<file path="config.mk">
export PLATFORM = sky130hd
export DESIGN_NAME = semaforo_escalonador
export DESIGN_NICKNAME = d
export VERILOG_FILES = /design/src/rtl/semaforo_pkg.sv /design/src/rtl/semaforo_temporizador.sv /design/src/rtl/semaforo_escalonador.sv
export SDC_FILE = /design/constraint.sdc
export NUM_CORES = 1
export LEC_CHECK = 0
export ABC_AREA = 1
export CAP_MARGIN = 20
export CELL_PAD_IN_SITES_DETAIL_PLACEMENT = 0
export CELL_PAD_IN_SITES_GLOBAL_PLACEMENT = 1
export CORE_MARGIN = 2
export CORE_UTILIZATION = 46
export CTS_CLUSTER_DIAMETER = 100
export DETAILED_ROUTE_END_ITERATION = 7
export HOLD_SLACK_MARGIN = 0.12
export PLACE_DENSITY_LB_ADDON = 0.1
export SLEW_MARGIN = 40
export SYNTH_ARGS = -nofsm -noshare
export SYNTH_HDL_FRONTEND = slang
export SYNTH_SLANG_ARGS = --single-unit
</file>
<file path="constraint.sdc">
create_clock -name clk -period 4.1 [get_ports clk]
set_input_delay 0.82 -clock clk [delete_from_list [all_inputs] [get_ports clk]]
set_output_delay 0.82 -clock clk [all_outputs]
set_load 0.03 [all_outputs]
</file>
<file path="src/rtl/semaforo_pkg.sv">
// Shared definitions for the two-road traffic light scheduler: state codes,
// lamp encodings, config selects and default phase durations.
package semaforo_pkg;

  localparam int unsigned LAMP_W = 3;
  localparam int unsigned SEL_W  = 2;

  localparam int unsigned T_VERDE_DEF   = 2;
  localparam int unsigned T_AMARELO_DEF = 1;
  localparam int unsigned T_LIMPEZA_DEF = 1;
  localparam int unsigned T_PED_DEF     = 3;

  typedef enum logic [2:0] {
    S_AV    = 3'd0,
    S_AA    = 3'd1,
    S_R1    = 3'd2,
    S_BV    = 3'd3,
    S_BA    = 3'd4,
    S_R2    = 3'd5,
    S_PED   = 3'd6,
    S_NOITE = 3'd7
  } estado_t;

  localparam logic [LAMP_W-1:0] VERMELHO = 3'b100;
  localparam logic [LAMP_W-1:0] AMARELO  = 3'b010;
  localparam logic [LAMP_W-1:0] VERDE    = 3'b001;
  localparam logic [LAMP_W-1:0] APAGADO  = 3'b000;

  localparam logic [SEL_W-1:0] SEL_VERDE   = 2'd0;
  localparam logic [SEL_W-1:0] SEL_AMARELO = 2'd1;
  localparam logic [SEL_W-1:0] SEL_LIMPEZA = 2'd2;
  localparam logic [SEL_W-1:0] SEL_PED     = 2'd3;

  typedef struct packed {
    logic [LAMP_W-1:0] a;
    logic [LAMP_W-1:0] b;
    logic              walk;
  } lampadas_t;

  // Lamp pattern for each state; night blinking is applied by the caller.
  function automatic lampadas_t decodifica(estado_t e);
    lampadas_t l;
    l = '{a: VERMELHO, b: VERMELHO, walk: 1'b0};
    case (e)
      S_AV:    l.a = VERDE;
      S_AA:    l.a = AMARELO;
      S_BV:    l.b = VERDE;
      S_BA:    l.b = AMARELO;
      S_PED:   l.walk = 1'b1;
      default: l = '{a: VERMELHO, b: VERMELHO, walk: 1'b0};
    endcase
    return l;
  endfunction

endpackage

</file>
<file path="src/rtl/semaforo_temporizador.sv">
// Loadable phase down-counter; a duration of N yields exactly N cycles, and 0
// is treated as 1. o_expira_c flags the last cycle of the phase.
module semaforo_temporizador #(
  parameter int unsigned      WIDTH   = 8,
  parameter logic [WIDTH-1:0] RST_DUR = WIDTH'(1)
) (
  input  logic             i_clk,
  input  logic             i_rst_n,
  input  logic             i_load,
  input  logic [WIDTH-1:0] i_dur,
  output logic             o_expira_c
);

  logic [WIDTH-1:0] r_cnt;

  function automatic logic [WIDTH-1:0] carga(logic [WIDTH-1:0] d);
    return (d == '0) ? '0 : d - WIDTH'(1);
  endfunction

  always_ff @(posedge i_clk or negedge i_rst_n) begin
    if (!i_rst_n) begin
      r_cnt <= carga(RST_DUR);
    end else if (i_load) begin
      r_cnt <= carga(i_dur);
    end else if (r_cnt != '0) begin
      r_cnt <= r_cnt - WIDTH'(1);
    end
  end

  assign o_expira_c = (r_cnt == '0);

endmodule

</file>
<file path="src/rtl/semaforo_escalonador.sv">
// Two-road + pedestrian phase scheduler with programmable durations.
// Optional night blinking mode enabled by defining SEMAFORO_NOTURNO_EN.
module semaforo_escalonador
  import semaforo_pkg::*;
#(
  parameter int unsigned      WIDTH     = 8,
  parameter logic [WIDTH-1:0] T_VERDE   = WIDTH'(T_VERDE_DEF),
  parameter logic [WIDTH-1:0] T_AMARELO = WIDTH'(T_AMARELO_DEF),
  parameter logic [WIDTH-1:0] T_LIMPEZA = WIDTH'(T_LIMPEZA_DEF),
  parameter logic [WIDTH-1:0] T_PED     = WIDTH'(T_PED_DEF)
) (
  input  logic              clk,
  input  logic              rst,
  input  logic              bt,
  input  logic              cfg_we,
  input  logic [SEL_W-1:0]  cfg_sel,
  input  logic [WIDTH-1:0]  cfg_data,
  input  logic              noturno,
  output logic [LAMP_W-1:0] A,
  output logic [LAMP_W-1:0] B,
  output logic              walk,
  output logic              ped_pend,
  output logic [2:0]        fase
);

  estado_t          r_estado, w_prox_estado;
  logic             r_proxima_a, w_proxima_a;
  logic             r_ped_pend;
  logic [WIDTH-1:0] r_verde, r_amarelo, r_limpeza, r_ped_dur;
  logic [WIDTH-1:0] w_dur;
  logic             w_expira_c;
  logic             w_troca;
  lampadas_t        r_lamp, w_lamp;

  semaforo_temporizador #(
    .WIDTH  (WIDTH),
    .RST_DUR(T_VERDE)
  ) u_temporizador (
    .i_clk     (clk),
    .i_rst_n   (rst),
    .i_load    (w_troca),
    .i_dur     (w_dur),
    .o_expira_c(w_expira_c)
  );

  // Next state; r_proxima_a picks the road served after clearance or walk.
  always_comb begin
    w_prox_estado = r_estado;
    w_proxima_a   = r_proxima_a;
    case (r_estado)
      S_AV: if (w_expira_c) w_prox_estado = S_AA;
      S_AA: if (w_expira_c) begin
        w_prox_estado = S_R1;
        w_proxima_a   = 1'b0;
      end
      S_BV: if (w_expira_c) w_prox_estado = S_BA;
      S_BA: if (w_expira_c) begin
        w_prox_estado = S_R2;
        w_proxima_a   = 1'b1;
      end
      S_R1, S_R2: if (w_expira_c) begin
        if (r_ped_pend)       w_prox_estado = S_PED;
        else if (r_proxima_a) w_prox_estado = S_AV;
        else                  w_prox_estado = S_BV;
      end
      S_PED: if (w_expira_c) w_prox_estado = r_proxima_a ? S_AV : S_BV;
      S_NOITE: begin
        w_prox_estado = S_R1;
        w_proxima_a   = 1'b1;
      end
      default: w_prox_estado = S_AV;
    endcase
`ifdef SEMAFORO_NOTURNO_EN
    if (noturno) begin
      w_prox_estado = S_NOITE;
      w_proxima_a   = r_proxima_a;
    end
`endif
  end

  assign w_troca = (w_prox_estado != r_estado);

  // Duration for the phase being entered; reads pre-write register values.
  always_comb begin
    w_dur = r_limpeza;
    case (w_prox_estado)
      S_AV, S_BV: w_dur = r_verde;
      S_AA, S_BA: w_dur = r_amarelo;
      S_PED:      w_dur = r_ped_dur;
      default:    w_dur = r_limpeza;
    endcase
  end

`ifdef SEMAFORO_NOTURNO_EN
  logic r_aceso, w_aceso;

  assign w_aceso = (r_estado != S_NOITE) | ~r_aceso;

  always_ff @(posedge clk or negedge rst) begin
    if (!rst) r_aceso <= 1'b0;
    else      r_aceso <= w_aceso;
  end

  always_comb begin
    w_lamp = decodifica(w_prox_estado);
    if (w_prox_estado == S_NOITE) begin
      w_lamp.a    = w_aceso ? AMARELO : APAGADO;
      w_lamp.b    = w_aceso ? AMARELO : APAGADO;
      w_lamp.walk = 1'b0;
    end
  end
`else
  logic w_unused_noturno;

  assign w_unused_noturno = noturno;
  assign w_lamp           = decodifica(w_prox_estado);
`endif

  always_ff @(posedge clk or negedge rst) begin
    if (!rst) begin
      r_estado    <= S_AV;
      r_proxima_a <= 1'b0;
      r_lamp      <= '{a: VERDE, b: VERMELHO, walk: 1'b0};
    end else begin
      r_estado    <= w_prox_estado;
      r_proxima_a <= w_proxima_a;
      r_lamp      <= w_lamp;
    end
  end

  // Request latch: entering the walk phase clears it, beating a same-cycle press.
  always_ff @(posedge clk or negedge rst) begin
    if (!rst) begin
      r_ped_pend <= 1'b0;
    end else if (w_prox_estado == S_PED && r_estado != S_PED) begin
      r_ped_pend <= 1'b0;
    end else if (bt) begin
      r_ped_pend <= 1'b1;
    end
  end

  always_ff @(posedge clk or negedge rst) begin
    if (!rst) begin
      r_verde   <= T_VERDE;
      r_amarelo <= T_AMARELO;
      r_limpeza <= T_LIMPEZA;
      r_ped_dur <= T_PED;
    end else if (cfg_we) begin
      case (cfg_sel)
        SEL_VERDE:   r_verde   <= cfg_data;
        SEL_AMARELO: r_amarelo <= cfg_data;
        SEL_LIMPEZA: r_limpeza <= cfg_data;
        SEL_PED:     r_ped_dur <= cfg_data;
        default:     r_verde   <= r_verde;
      endcase
    end
  end

  assign A        = r_lamp.a;
  assign B        = r_lamp.b;
  assign walk     = r_lamp.walk;
  assign ped_pend = r_ped_pend;
  assign fase     = r_estado;

endmodule

</file>
==> results_dict.tcl, run 1 <==
set metrics [dict create \
    gp_congestion 0.782 \
    nNetsFinal 406 \
    row_count 28 \
    syn_nets 378 \
    r2r-end "u_temporizador.r_cnt[1]$_DFFE_PN0P_" \
    seq_area_um2 1310 \
    period_minus_slack_ns 3.20 \
    drc 0 \
    hold_depth 2 \
    antenna_found_initial 0 \
    drt_first_pass_iters 4 \
    dp_hpwl_mm 4.29 \
    cts_root_buffer "clkbuf_8" \
    port_buffers 24 \
    start_util 0.477 \
    reg2reg_from "u_temporizador.r_cnt[0]$_DFFE_PN1P_" \
    final_layout_size_suffix_gt1_frac 0.154 \
    setup_viol 0 \
    rsz0062_at_grt "false" \
    die_area_um2 6820 \
    cp_slowest_cell "dfstp_2" \
    first_iter_violations 96 \
    crit_chain "inv_1, ha_1, nand2_2, nor2_8, inv_2, nand2_2, a21oi_2, nand3_2, nand3_1, nand2_2, nand2_1, nand3_1, nand2b_1, inv_1, ha_1, nand2_1, nor2_1, nand2_1, nand2_2, o22ai_1" \
    clock_latency_ns 0.31 \
    grtUsageTotal 0.194 \
    crit_family "simple AND/OR/NAND/NOR gates" \
    htree_levels 2 \
    min_to "r_limpeza[5]$_DFFE_PN0P_" \
    cts_made_buffers 5 \
    final_common_cell "nand2_1" \
    synth-main-ff-cell "dfrtp_1" \
    fmax_ghz 0.312 \
    worstMarginPinSlew_ns 0.608 \
    ff2ff_path_depth 20 \
    min_path_type "reg -> reg" \
    final.setup.tns_ns 0 \
    async_reset_ff_frac 1.00 \
    clk_pin_slew_ns 0.10 \
    area_growth_syn_to_layout_pct 16.9 \
    grt_pass1_wl_mm 9.98 \
    startpoint_type "register" \
    cp_num_cells 20 \
    endpoint_kind "register" \
    worst-path-buf-inv 3 \
    startpoint "u_temporizador.r_cnt[0]$_DFFE_PN1P_" \
    multiInputGateArea_um2 1330 \
    fp.coreArea_um2 5960 \
    cts_buffer_depth 2 \
    fillers 595 \
    pin_count 26 \
    ant_nets 0 \
    wl_per_cell_um 12.8 \
    hp-start "r_limpeza[5]$_DFFE_PN0P_" \
    critPathKind "reg -> reg" \
    synth_seq_area_share 0.462 \
    relSlewSlack 0.595 \
    avgSynthCellArea_um2 7.89 \
    cap_violations 0 \
    path_max_fanout 8 \
    first_global_vias 2158 \
    netlist_instances 360 \
    worstPathRequired_ns 4.29 \
    cts_sinks 52 \
    grt_start_max_net_pins 29 \
    crit_top_cell "nand2_2" \
    cts_hold_buf 0 \
    finalHoldViolCount 0 \
    ys_warn_count 0 \
    slew_viol_final 0 \
    die-width_um 82.6 \
    vias_per_cell 4.93 \
    grt-ovfl-total 0 \
    synthDistinctLibCells 30 \
    die_height_um 82.6 \
    ys_ff_latch 52 \
    finalCritPeriodShare 0.781 \
    wl_mm 5.92 \
    ff2ff_setup_slack_ns 0.90 \
    crit_arrival_ns 3.39 \
    antenna_cells 0 \
    cts_tree "yes" \
    synth-edff-count 0 \
    cts_resized 0 \
    max_stage_delay_ns 0.54 \
    dr_total_vias 2288 \
    cts_setup_buffers 0 \
    status "completed" \
    final_cell_mix "nand2_1 (102), dfrtp_1 (44), inv_1 (44)" \
    syn_area_um2 2840 \
    skew_ns 0.00969 \
]
==> metrics by stage <==
stage               instances  utilization  hold slack [ns]  area (µm²)  worst slack, ns
global placement          456        0.531            0.466        3160            0.920
detailed placement        456        0.531            0.472        3160            0.885
global route              464        0.558            0.516        3320            0.523
CTS                       464        0.558            0.496        3320            0.848
finish                    464        0.558            0.490        3320            0.898
floorplan                 360            -            0.453        2840             1.39
==> final cells by class <==
| cell class | instances | share of cell area |
|---|---|---|
| multi-input cells | 254 | 0.399 |
| flip-flops and latches | 52 | 0.395 |
| repair buffers | 25 | 0.0731 |
| inverters | 50 | 0.0565 |
| well taps | 75 | 0.0283 |
| clock inverters | 3 | 0.0271 |
| clock buffers | 5 | 0.0207 |
==> synthesized netlist by cell type (4+ instances only) <==
cell type / n / area share
xor2_1: 4 / 0.012
nand3_1: 25 / 0.044
a21oi_1: 6 / 0.011
nand2_1: 102 / 0.13
inv_2: 6 / 0.0079
nor3_1: 4 / 0.0070
nor2_2: 7 / 0.015
nor2_1: 19 / 0.025
inv_1: 44 / 0.058
nand2_2: 9 / 0.020
o21ai_0: 40 / 0.070
nor2_4: 7 / 0.028
dfstp_2: 8 / 0.074
clkbuf_1: 4 / 0.0053
o21ai_1: 4 / 0.0070
dfrtp_1: 44 / 0.39
==> kinds of logic (layout without fill, tap and decap cells) <==
logic type / Yosys count / count (layout) / share of synthesized area
simple gates: 188 / 188 / 0.324
compound gates: 58 / 58 / 0.115
buf+inv: 54 / 83 / 0.0714
flops: 52 / 52 / 0.462
xor+xnor: 5 / 5 / 0.0154
fa+ha+maj: 3 / 3 / 0.0132
==> flip-flops by register name, indices dropped and copies added, names as in the netlist <==
signal and count:
r_verde 8, B 3, r_proxima_a 1, ped_pend 1
r_amarelo 8, fase 3, walk 1, r_limpeza 8
u_temporizador.r_cnt 8, r_ped_dur 8, A 3
==> worst max path at each step <==
stage / endpoint / slack [ns]
floorplan: u_temporizador.r_cnt[5]$_DFFE_PN0P_ / 1.39
global placement: u_temporizador.r_cnt[7]$_DFFE_PN0P_ / 0.92
detailed placement: u_temporizador.r_cnt[1]$_DFFE_PN0P_ / 0.89
CTS: u_temporizador.r_cnt[1]$_DFFE_PN0P_ / 0.85
global route: u_temporizador.r_cnt[7]$_DFFE_PN0P_ / 0.52
finish: u_temporizador.r_cnt[1]$_DFFE_PN0P_ / 0.90
==> layer usage <==
metal | GRT usage | wire (µm) | up-vias
met5 | 0 | 0 | -
met4 | 0.0443 | 29 | 0
met3 | 0.0337 | 114 | 2
met2 | 0.363 | 2970 | 24
met1 | 0.231 | 2800 | 1056
li1 | - | - | 1206
==> worst reg2reg max path: stages, from the launching register on <==
cell and delay, ns:
dfstp_2 0.54, inv_1 0.05, ha_1 0.25, nand2_2 0.15, nor2_8 0.07, inv_2 0.09
nand2_2 0.07, a21oi_2 0.13, nand3_2 0.16, nand3_1 0.18, nand2_2 0.17, nand2_1 0.10
nand3_1 0.08, nand2b_1 0.25, inv_1 0.13, ha_1 0.17, nand2_1 0.06, nor2_1 0.16
nand2_1 0.09, nand2_2 0.11, o22ai_1 0.08
Power of run 1 is not shown: default switching activity piles up to over one toggle a cycle in this logic, so the estimate is an artifact.
==> run 2, diff against run 1 <==
- CORE_UTILIZATION: 46 -> 43
- clock period: 4.1 -> 3.15 ns (I/O delays scaled with it)
==> run 2 against run 1 <==
  * Hold slack got worse by 0.24 ns
  * Count of clock-buffer cells in the layout rose by 1
  * Highest routed layer unchanged
  * Sequential share of layout area fell by 0.57 points
  * Critical endpoint is now u_temporizador.r_cnt[6]$_DFFE_PN0P_
==> results_dict.tcl, run 2 (synthesis gave the netlist of run 1 again) <==
set metrics [dict create \
    antenna_cells 0 \
    period_minus_slack_ns 2.80 \
    status "completed" \
    wl_per_cell_um 12.7 \
    setup_viol 0 \
    ff2ff_setup_slack_ns 0.35 \
    first_global_vias 2231 \
    drc 0 \
    cts_made_buffers 5 \
    finalHoldViolCount 0 \
    slew_viol_final 0 \
    finalCritPeriodShare 0.889 \
    final_common_cell "nand2_1" \
    ff2ff_path_depth 21 \
    cts_sinks 52 \
    start_util 0.445 \
    reg2reg_from "u_temporizador.r_cnt[0]$_DFFE_PN1P_" \
    fmax_ghz 0.357 \
    gp_congestion 0.825 \
    dp_hpwl_mm 4.64 \
    die_height_um 85.3 \
    endpoint_kind "register" \
    port_buffers 24 \
    r2r-end "u_temporizador.r_cnt[6]$_DFFE_PN0P_" \
    fp.coreArea_um2 6390 \
    htree_levels 2 \
    area_growth_syn_to_layout_pct 18.6 \
    startpoint_type "register" \
    final.setup.tns_ns 0 \
    critPathKind "reg -> reg" \
    path_max_fanout 5 \
    worstPathRequired_ns 3.36 \
    pin_count 26 \
    final_cell_mix "nand2_1 (102), dfrtp_1 (44), inv_1 (44)" \
    rsz0062_at_grt "false" \
    final_layout_size_suffix_gt1_frac 0.185 \
    first_iter_violations 81 \
    ant_nets 0 \
    crit_arrival_ns 3.01 \
    startpoint "u_temporizador.r_cnt[0]$_DFFE_PN1P_" \
    cap_violations 0 \
    relSlewSlack 0.627 \
    dr_total_vias 2351 \
    wl_mm 6.06 \
    clk_pin_slew_ns 0.10 \
    die_area_um2 7270 \
    die-width_um 85.3 \
    cts_tree "yes" \
    min_path_type "in -> async" \
    clock_latency_ns 0.31 \
    skew_ns 0.00450 \
    cp-endpoint "u_temporizador.r_cnt[6]$_DFFE_PN0P_" \
    nNetsFinal 416 \
    grt_start_max_net_pins 22 \
    antenna_found_initial 0 \
    cts_buffer_depth 2 \
    worstMarginPinSlew_ns 0.558 \
    grt-ovfl-total 0 \
    grtUsageTotal 0.183 \
    drt_first_pass_iters 5 \
    vias_per_cell 4.94 \
    row_count 29 \
    cts_root_buffer "clkbuf_8" \
    grt_pass1_wl_mm 10.6 \
]
-- run 2: stage by stage --
step	util	setup slack [ns]	area [µm²]	std cells	hold slack [ns]
floorplan	-	0.445	2840	360	0.334
global placement	0.504	0.180	3220	465	0.465
detailed placement	0.504	0.162	3220	465	0.473
CTS	0.519	0.149	3310	473	0.251
global route	0.528	0.00318	3370	476	0.269
finish	0.528	0.348	3370	476	0.247
-- run 2: worst max-delay path: stages, from the launching register on --
cell	delay, ns
dfstp_2	0.54
inv_1	0.05
ha_2	0.22
nand2_1	0.13
nor2_2	0.07
nand3_1	0.09
nand3_1	0.09
nand4_2	0.15
nand2_4	0.10
nand2_1	0.12
nand2_2	0.10
buf_4	0.16
nand2_1	0.05
nand3_1	0.12
nor2_4	0.17
nand2_2	0.11
nor2_4	0.15
nand2_1	0.06
nand2_1	0.05
nand2_1	0.05
nand2_1	0.07
nand2_1	0.05
-- run 2: what timing repair did --
item                                    in CTS  in global routing
gates resized for setup                      0                  7
endpoints found under the setup margin       0                  8
buffers inserted                             0                  3
hold buffers                                 0                  0
-- run 2: cell type report --
cell class                      instances  area [µm²]
Fill cell                             652        3020
Inverter                               50         188
Clock inverter                          2        13.8
Multi-Input combinational cell        254        1360
Sequential cell                        52        1310
Timing Repair Buffer                   35         318
Tap cell                               77        96.3
Clock buffer                            6        82.6
-- run 2: worst min path at each step --
stage,cells after the start,slack (ns),startpoint,to
floorplan,0,0.33,rst,A[1]$_DFF_PN0_
global placement,2,0.46,r_limpeza[2]$_DFFE_PN0P_,r_limpeza[2]$_DFFE_PN0P_
detailed placement,2,0.47,r_limpeza[4]$_DFFE_PN0P_,r_limpeza[4]$_DFFE_PN0P_
CTS,1,0.25,rst,B[0]$_DFF_PN0_
global route,1,0.27,rst,B[0]$_DFF_PN0_
finish,1,0.25,rst,r_verde[3]$_DFFE_PN0P_
-- run 2: layer usage --
layer,GRT usage,vias up,routed length [µm]
li1,-,1220,-
met4,0.0476,0,76
met5,0,-,0
met2,0.305,23,2950
met1,0.248,1101,2910
met3,0.0321,7,122
Power of run 2 is left out for the same reason.
==> run 3, diff against run 2 <==
- CORE_MARGIN: 2 -> 1
- GPL_TIMING_DRIVEN: unset -> 0
- REMOVE_ABC_BUFFERS: unset -> 1
==> run 3 against run 2 <==
  * Sequential cell count unchanged
  * Core utilization is 0.62 points higher
  * Sequential share of layout area down 0.23 points
  * Critical path type unchanged
  * Routed wire length up 0.63%
  * Critical path depth down 2
==> results_dict.tcl, run 3 (synthesis gave the netlist of run 1 again) <==
set metrics [dict create \
    status "completed" \
    dp_hpwl_mm 4.33 \
    relSlewSlack 0.578 \
    die-width_um 83.3 \
    port_buffers 24 \
    finalHoldViolCount 0 \
    area_growth_syn_to_layout_pct 19.3 \
    row_count 29 \
    crit_arrival_ns 3.08 \
    nNetsFinal 415 \
    grt-ovfl-total 0 \
    ff2ff_setup_slack_ns 0.26 \
    cts_root_buffer "clkbuf_8" \
    multiInputGateArea_um2 1380 \
    grt_start_max_net_pins 43 \
    htree_levels 2 \
    utilization 0.534 \
    worstMarginPinSlew_ns 0.631 \
    wl_per_cell_um 12.8 \
    critPathKind "reg -> reg" \
    antenna_cells 0 \
    path_max_fanout 8 \
    antenna_found_initial 0 \
    startpoint_type "register" \
    dr_total_vias 2321 \
    final_common_cell "nand2_1" \
    drc 0 \
    setup_viol 0 \
    gp_congestion 0.786 \
    finalCritPeriodShare 0.917 \
    grt_pass1_wl_mm 10.2 \
    slew_viol_final 0 \
    min_path_type "in -> async" \
    worst-path-buf-inv 3 \
    placedInstanceArea_um2 3180 \
    vias_per_cell 4.89 \
    cts_sinks 52 \
    fillers 618 \
    clk_pin_slew_ns 0.10 \
    wl_mm 6.10 \
    final_cell_mix "nand2_1 (100), dfrtp_1 (44), inv_1 (44)" \
    fmax_ghz 0.346 \
    die_area_um2 6930 \
    cp-endpoint "u_temporizador.r_cnt[4]$_DFFE_PN0P_" \
    fp.coreArea_um2 6350 \
    grtUsageTotal 0.185 \
    start_util 0.447 \
    startpoint "u_temporizador.r_cnt[0]$_DFFE_PN1P_" \
    ant_nets 0 \
    cts_tree "yes" \
    first_iter_violations 109 \
    cap_violations 0 \
    max_stage_delay_ns 0.54 \
    clock_latency_ns 0.30 \
    die_height_um 83.3 \
    period_minus_slack_ns 2.89 \
    cp_num_cells 19 \
    drt_first_pass_iters 4 \
    rsz0062_at_grt "false" \
    cp_slowest_cell "dfstp_2" \
    pin_count 26 \
    r2r-end "u_temporizador.r_cnt[4]$_DFFE_PN0P_" \
    cts_buffer_depth 2 \
    endpoint_kind "register" \
    final_layout_size_suffix_gt1_frac 0.193 \
    first_global_vias 2123 \
    final_area_um2 3390 \
    cts_made_buffers 5 \
    reg2reg_from "u_temporizador.r_cnt[0]$_DFFE_PN1P_" \
    skew_ns 0.00799 \
    seq_area_um2 1310 \
    crit_chain "inv_1, ha_2, nand2_4, nor2_8, inv_2, nand2_2, a21oi_2, nand3_4, nor2_4, inv_2, o211ai_4, nor2_1, nor2_2, ha_1, nand2_1, nor2_2, nand2_1, nand2_2, o22ai_1" \
    crit_family "simple AND/OR/NAND/NOR gates" \
    ff2ff_path_depth 19 \
    worstPathRequired_ns 3.34 \
]
-- run 3: cell count changes in the layout (fill, tap and decap cells not counted), sizes merged --
cell,change
buf,-1
clkbuf,-1
clkinvlp,+1
-- run 3: how the worst min path moves through the flow --
stage	slack (ns)	cells past startpoint	to
floorplan	0.33	0	A[1]$_DFF_PN0_
global route	0.14	1	r_proxima_a$_DFFE_PN0P_
CTS	0.15	1	r_proxima_a$_DFFE_PN0P_
detailed placement	0.47	2	r_limpeza[5]$_DFFE_PN0P_
finish	0.14	1	r_proxima_a$_DFFE_PN0P_
global placement	0.47	2	r_limpeza[5]$_DFFE_PN0P_
-- run 3: through the flow --
stage	setup slack (ns)	TNS (ns)	cells	hold WS, ns
finish	0.261	0	475	0.144
global route	0.00607	0	475	0.138
CTS	0.0107	0	468	0.147
detailed placement	0.0196	0	458	0.473
global placement	-0.220	-9.50	457	0.465
floorplan	0.445	0	356	0.334
-- run 3: area by class of cell --
type | count | area share
well taps | 77 | 0.0284
flip-flops and latches | 52 | 0.387
clock inverters | 3 | 0.00628
clock buffers | 5 | 0.0203
multi-input cells | 254 | 0.406
inverters | 50 | 0.0561
repair buffers | 34 | 0.0960
-- run 3: layer usage --
| metal | wire length [µm] | vias up | global-route usage |
|---|---|---|---|
| met5 | 0 | - | 0 |
| met4 | 67 | 0 | 0.0470 |
| met3 | 147 | 7 | 0.0298 |
| li1 | - | 1223 | - |
| met2 | 2930 | 38 | 0.313 |
| met1 | 2950 | 1053 | 0.248 |
-- run 3: what timing repair did --
item,4_1_cts,5_1_grt
endpoints found under the setup margin,1,8
gates resized for setup,0,14
hold buffers,0,0
endpoints found under the hold margin,0,0
setup buffers,2,7
pin swaps,1,7
-- run 3: worst register-to-register path, cell delays in order (launching register included) --
cell	delay (ns)
dfstp_2	0.54
inv_1	0.05
ha_2	0.21
nand2_4	0.09
nor2_8	0.06
inv_2	0.08
nand2_2	0.07
a21oi_2	0.18
nand3_4	0.15
nor2_4	0.18
inv_2	0.07
o211ai_4	0.15
nor2_1	0.09
nor2_2	0.21
ha_1	0.18
nand2_1	0.07
nor2_2	0.12
nand2_1	0.08
nand2_2	0.11
o22ai_1	0.08
Power of run 3 is left out for the same reason.
